<file path="src/rtl/mem_pkg.sv">
`default_nettype none
// +----------------------------------------------------------------------+
// | mem_pkg: shared memory-port request/response types and arbiter enums |
// | Revision: 1.0                                                        |
// +----------------------------------------------------------------------+
package mem_pkg;

  localparam int c_addr_w = 32;
  localparam int c_data_w = 128;

  typedef struct packed {
    logic                Valid;
    logic                Wen;
    logic [c_data_w-1:0] WriteD;
    logic [c_addr_w-1:0] Addr;
  } MInput;

  typedef struct packed {
    logic                Ready;
    logic [c_data_w-1:0] ReadD;
  } MOutput;

  typedef enum logic {ARB_IDLE, ARB_BUSY} arb_state_e;
  typedef enum logic {REQ_IC, REQ_DC} req_id_e;

  function automatic logic [1:0] grant_onehot(input req_id_e id);
    return (id == REQ_IC) ? 2'b01 : 2'b10;
  endfunction

endpackage
`default_nettype wire

</file>
<file path="src/rtl/mem_arb_rr_pick.sv">
`default_nettype none
// +----------------------------------------------------------------------+
// | mem_arb_rr_pick: two-way round-robin winner selection (combinational)|
// | Revision: 1.0                                                        |
// +----------------------------------------------------------------------+
module mem_arb_rr_pick
  import mem_pkg::*;
(
  input  logic    ic_valid,
  input  logic    dc_valid,
  input  req_id_e last_owner,
  output logic    gnt_valid,
  output req_id_e winner
);

  always_comb begin
    gnt_valid = ic_valid | dc_valid;
    winner    = REQ_IC;
    if (ic_valid && dc_valid) begin
      // On a tie the requester that did not go last wins.
      winner = (last_owner == REQ_IC) ? REQ_DC : REQ_IC;
    end else if (dc_valid) begin
      winner = REQ_DC;
    end
  end

endmodule
`default_nettype wire

</file>
<file path="src/rtl/mem_arbiter.sv">
`default_nettype none
// +----------------------------------------------------------------------+
// | mem_arbiter: round-robin icache/dcache arbiter for the memory port   |
// | Revision: 1.0                                                        |
// +----------------------------------------------------------------------+
module mem_arbiter
  import mem_pkg::*;
#(
  parameter int TIMEOUT_CYCLES = 1024,
  parameter int CNT_W          = 16
) (
  input  logic       clk,
  input  logic       rst,
  input  MInput      ic_req_i,
  output MOutput     ic_resp_o,
  input  MInput      dc_req_i,
  output MOutput     dc_resp_o,
  output MInput      mem_req_o,
  input  MOutput     mem_resp_i,
  output logic [1:0] grant_o,
  output logic       timeout_o
);

  localparam bit               c_wdog_en   = (TIMEOUT_CYCLES > 0);
  localparam logic [CNT_W-1:0] c_cnt_max   = '1;
  localparam logic [CNT_W-1:0] c_cnt_thres = CNT_W'((TIMEOUT_CYCLES > 0) ? TIMEOUT_CYCLES - 1 : 0);

  arb_state_e       r_state,   w_state_nxt;
  MInput            r_mem_req, w_mem_req_nxt;
  logic [1:0]       r_grant,   w_grant_nxt;
  req_id_e          r_last,    w_last_nxt;
  logic [CNT_W-1:0] r_cnt,     w_cnt_nxt;
  logic             r_timeout, w_timeout_nxt;

  logic    w_pick_vld;
  req_id_e w_pick_id;

  mem_arb_rr_pick u_pick (
    .ic_valid   (ic_req_i.Valid),
    .dc_valid   (dc_req_i.Valid),
    .last_owner (r_last),
    .gnt_valid  (w_pick_vld),
    .winner     (w_pick_id)
  );

  always_comb begin
    w_state_nxt   = r_state;
    w_mem_req_nxt = r_mem_req;
    w_grant_nxt   = r_grant;
    w_last_nxt    = r_last;
    w_cnt_nxt     = r_cnt;
    w_timeout_nxt = r_timeout;

    // Response data is broadcast; only the owner sees Ready.
    ic_resp_o.ReadD = mem_resp_i.ReadD;
    dc_resp_o.ReadD = mem_resp_i.ReadD;
    ic_resp_o.Ready = (r_state == ARB_BUSY) && r_grant[0] && mem_resp_i.Ready;
    dc_resp_o.Ready = (r_state == ARB_BUSY) && r_grant[1] && mem_resp_i.Ready;

    case (r_state)
      ARB_IDLE: begin
        if (w_pick_vld) begin
          w_mem_req_nxt       = (w_pick_id == REQ_IC) ? ic_req_i : dc_req_i;
          w_mem_req_nxt.Valid = 1'b1;
          w_grant_nxt         = grant_onehot(w_pick_id);
          w_last_nxt          = w_pick_id;
          w_cnt_nxt           = '0;
          w_state_nxt         = ARB_BUSY;
        end
      end
      ARB_BUSY: begin
        if (mem_resp_i.Ready) begin
          w_mem_req_nxt = '0;
          w_grant_nxt   = 2'b00;
          w_state_nxt   = ARB_IDLE;
        end else begin
          if (r_cnt != c_cnt_max) begin
            w_cnt_nxt = r_cnt + CNT_W'(1);
          end
          // Flag on the edge the count reaches the threshold; Ready in that cycle wins.
          if (c_wdog_en && (r_cnt == c_cnt_thres)) begin
            w_timeout_nxt = 1'b1;
          end
        end
      end
      default: w_state_nxt = ARB_IDLE;
    endcase
  end

  always_ff @(posedge clk) begin
    if (rst) begin
      r_state   <= ARB_IDLE;
      r_mem_req <= '0;
      r_grant   <= 2'b00;
      r_last    <= REQ_DC;
      r_cnt     <= '0;
      r_timeout <= 1'b0;
    end else begin
      r_state   <= w_state_nxt;
      r_mem_req <= w_mem_req_nxt;
      r_grant   <= w_grant_nxt;
      r_last    <= w_last_nxt;
      r_cnt     <= w_cnt_nxt;
      r_timeout <= w_timeout_nxt;
    end
  end

  assign mem_req_o = r_mem_req;
  assign grant_o   = r_grant;
  assign timeout_o = r_timeout;

endmodule
`default_nettype wire

</file>
<file path="config.mk">
export PLATFORM = sky130hd
export DESIGN_NAME = mem_arbiter
export DESIGN_NICKNAME = d
export VERILOG_FILES = /design/src/rtl/mem_pkg.sv /design/src/rtl/mem_arb_rr_pick.sv /design/src/rtl/mem_arbiter.sv
export SDC_FILE = /design/constraint.sdc
export NUM_CORES = 1
export LEC_CHECK = 0
export ABC_AREA = 0
export BUFFER_PORTS_ARGS = -buffer_cell sky130_fd_sc_hd__buf_4
export CAP_MARGIN = 40
export CORE_AREA = 2 2 345 347
export DETAILED_ROUTE_END_ITERATION = 12
export DIE_AREA = 0 0 347 349
export GPL_TIMING_DRIVEN = 0
export PLACE_DENSITY = 0.3
export SKIP_LAST_GASP = 1
export SYNTH_ARGS = -nofsm -noshare
export SYNTH_HDL_FRONTEND = slang
export SYNTH_SLANG_ARGS = --single-unit
</file>
<file path="constraint.sdc">
create_clock -name clk -period 1.7 [get_ports clk]
set_clock_uncertainty 0.15 [all_clocks]
set_input_delay 0.255 -clock clk [delete_from_list [all_inputs] [get_ports clk]]
set_output_delay 0.255 -clock clk [all_outputs]
set_load 0.01 [all_outputs]
</file>
==> flow_summary.yaml <==
timing:
  finalCritPeriodShare_pct: 109
  max_freq_mhz: 537
  worst_slack_ns: -0.161
  period_needed_ns: 1.86
  rsz0062_at_grt: "true"
  setup_viol: 162
  tightest_slew_ns: 0.686
  drv_slew: 0
  slew_headroom_pct: 54.2
  whs_ns: 0.0800
  hold_viol_final: 0
yosys:
  synth_area_um2: 8800
  synth.avg_cell_area_um2: 9.23
  syn_inst: 953
  syn_nets: 1409
  yosysTopAreaCell: "dfxtp_1"
  synth_top_cell_area_share_pct: 41.6
  synth_top_flop_cell: "dfxtp_1"
  synth-seq-area-share_pct: 41.6
  synthDistinctLibCells: 39
  synth-seq-cells: 183
  synthArstFlopShare_pct: 0
  synth-edff-count: 0
  synth.top_cells.by_area: "dfxtp_1 (42%), buf_4 (22%), a222oi_1 (18%)"
  yosys_warnings: 0
power_and_ir_drop:
  p_int_w: 0.00999
  power.switching_w: 0.00447
  vdd_drop_max_mv: 0.809
  combinationalPowerShare_pct: 35.2
  switching_share_pct: 30.9
  p_leak_nw: 9.84
  seqPwrFrac_pct: 33.1
  powerDensity_nw_per_um2: 663
  clkPwrFrac_pct: 31.7
cts:
  clk_pin_slew_ns: 0.08
  cts_buffers: 17
  clockRootBuffer: "clkbuf_16"
  tritoncts: "done"
  cts_sinks: 183
  clockBufferDepth: 2
  clkLatencyLatePin_ns: 0.50
  h-tree-depth: 4
worst_setup_path:
  startpoint_type: "flop"
  end_kind: "flop"
  worstSetupPathType: "flop to flop"
  slowest_delay_ns: 0.34
  cp.required_ns: 1.94
  path_cells: "nand2_1 -> and3_4 -> buf_12 -> clkbuf_16 -> buf_12 -> clkbuf_16 -> a222oi_1 -> nor2_1"
  crit_fanout: 5
  cpMaxStageDelayCell: "dfxtp_2"
  critPathTopFamily: "buffers and inverters"
  crit_buf_inv: 4
  cp.arrival_ns: 2.10
place:
  numPortBuffers: 749
  hpwlAfterDp_um: 51600
  place_ws_ns: -1.21
  dp.cells: 3247
  gp_congestion: 0.794
grt:
  grt_max_degree: 18
  use_met1_pct: 10.7
  globalRouteMet3Util_pct: 2.85
  grt.total_usage_pct: 10.0
  grt_pass1_wl_um: 86900
  grt.busiest_layer: "met2"
  grt_pass1_vias: 12400
  grt_antenna_before_repair: 7
  grt_use_met2_pct: 18.4
  grt.overflow.total: 0
die:
  initial_core_util_pct: 7.49
  coreArea_um2: 117000
  die_area_um2: 121000
  fp.dieH_um: 349
  design.portCount: 878
  rows: 126
  dieWidth_um: 347
routing:
  dr.pass1.iters: 9
  drc: 0
  wl_um: 65100
  drt_iter0_drc: 911
  dr_total_vias: 12000
  postRouteAntennaNets: 0
  wl_per_cell_um: 17.8
  via_per_inst: 3.28
layout:
  fill_cells: 13100
  fin_util_pct: 18.6
  nets: 2552
  stdcell_count: 3652
  area_growth_syn_to_layout_pct: 148
  layout_commonest_cell: "buf_4"
  layout_common_cells: "buf_4 (1028), dlygate4sd3_1 (324), nor2_1 (170)"
  layout-drive-gt1-share_pct: 56.4
status:
  status: "finished, violations left"
  violations: "setup timing"
worst_hold_path:
  hp-class: "primary input to flop"
run:
  max_cap_viol_count: 0
-- worst register-to-register path: stages, from the launching register on --
cell and delay, ns:
dfxtp_2 0.34, nand2_1 0.05, and3_4 0.20, buf_12 0.15
clkbuf_16 0.20, buf_12 0.15, clkbuf_16 0.15, a222oi_1 0.28
nor2_1 0.08
-- timing repair --
action / CTS / global route
endpoints found under the hold margin: 166 / 0
resized for setup: 167 / 78
hold buffers: 324 / 0
buffers inserted: 14 / 11
gates cloned: 8 / 12
setup endpoints to repair: 181 / 177
pin swaps: 39 / 84
-- through the flow --
stage,power (W),setup TNS [ns],instance area (um2)
after detailed placement,0.00877,-140.52,16500
after CTS,0.0146,-22.78,21200
after global routing,0.0152,-30.34,21800
after global placement,0.00872,-154.82,16300
after floorplan,0.00643,0,8800
final,0.0145,-13.33,21800
-- cell usage after synthesis, types with 3 or more instances --
master    number
o211ai_1       4
nand3_1       16
o21ai_0        5
a222oi_1     161
buf_1          4
nor2_1       170
nand2_1       16
buf_4        256
clkbuf_1      45
a31oi_1        4
nor3_1         6
a21oi_1       12
and3_1         9
dfxtp_1      183
buf_2         27
and4_4         3
xnor2_1        3
-- kinds of logic (layout without fill, tap and decap cells) --
group	after synthesis	count (layout)	synth area share (%)
other	0	7	0
flip-flops	183	183	41.6
AND/OR/NAND/NOR	236	236	11.5
adder cells (fa/ha/maj)	1	1	0.142
XOR/XNOR	3	3	0.299
buffers and inverters	337	1493	25.9
AO/OA/AOI/OAI	193	193	20.6
-- registers in the layout, summed over array words and instances (netlist names) --
register,count
mem_req_o,162
r_cnt,16
grant_o,2
r_last,1
r_state,1
timeout_o,1
-- power by group through the flow --
stage	registers [W]	logic (W)	clock network (W)
5_1_grt	0.00482	0.00545	0.00496
2_1_floorplan	0.00498	0.00145	0
3_5_place_dp	0.00488	0.00388	0
3_3_place_gp	0.00489	0.00383	0
6_report	0.00479	0.00509	0.00458
4_1_cts	0.00479	0.00494	0.00489
-- layout make-up --
cell class	instances	area (um2)	share of cell area, %
clock buffers	18	439	2.01
well taps	1536	1920	8.81
clock inverters	14	189	0.866
plain buffers	333	2820	12.9
diodes	7	17.5	0.0803
multi-input cells	433	3000	13.7
repair buffers	1126	9740	44.6
flip-flops and latches	183	3690	16.9
inverters	2	7.51	0.0344
-- per-layer routing --
layer	vias up	share of wire (%)
li1	5624	-
met1	5676	38
met2	613	53
met3	46	6.8
met4	4	2.6
met5	-	0.051
-- path summary, 6_finish.rpt --
path	cells past startpoint	from	slack, ns	end
worst min-delay path	4	mem_resp_i[128]	0.08	r_cnt[3]
worst max register to register	8	r_last	-0.16	mem_req_o[66]
worst max-delay path	8	r_last	-0.16	mem_req_o[66]
worst min register to register	1	r_cnt[6]	0.32	r_cnt[6]
Note: power is estimated with default switching activity, not from simulation.
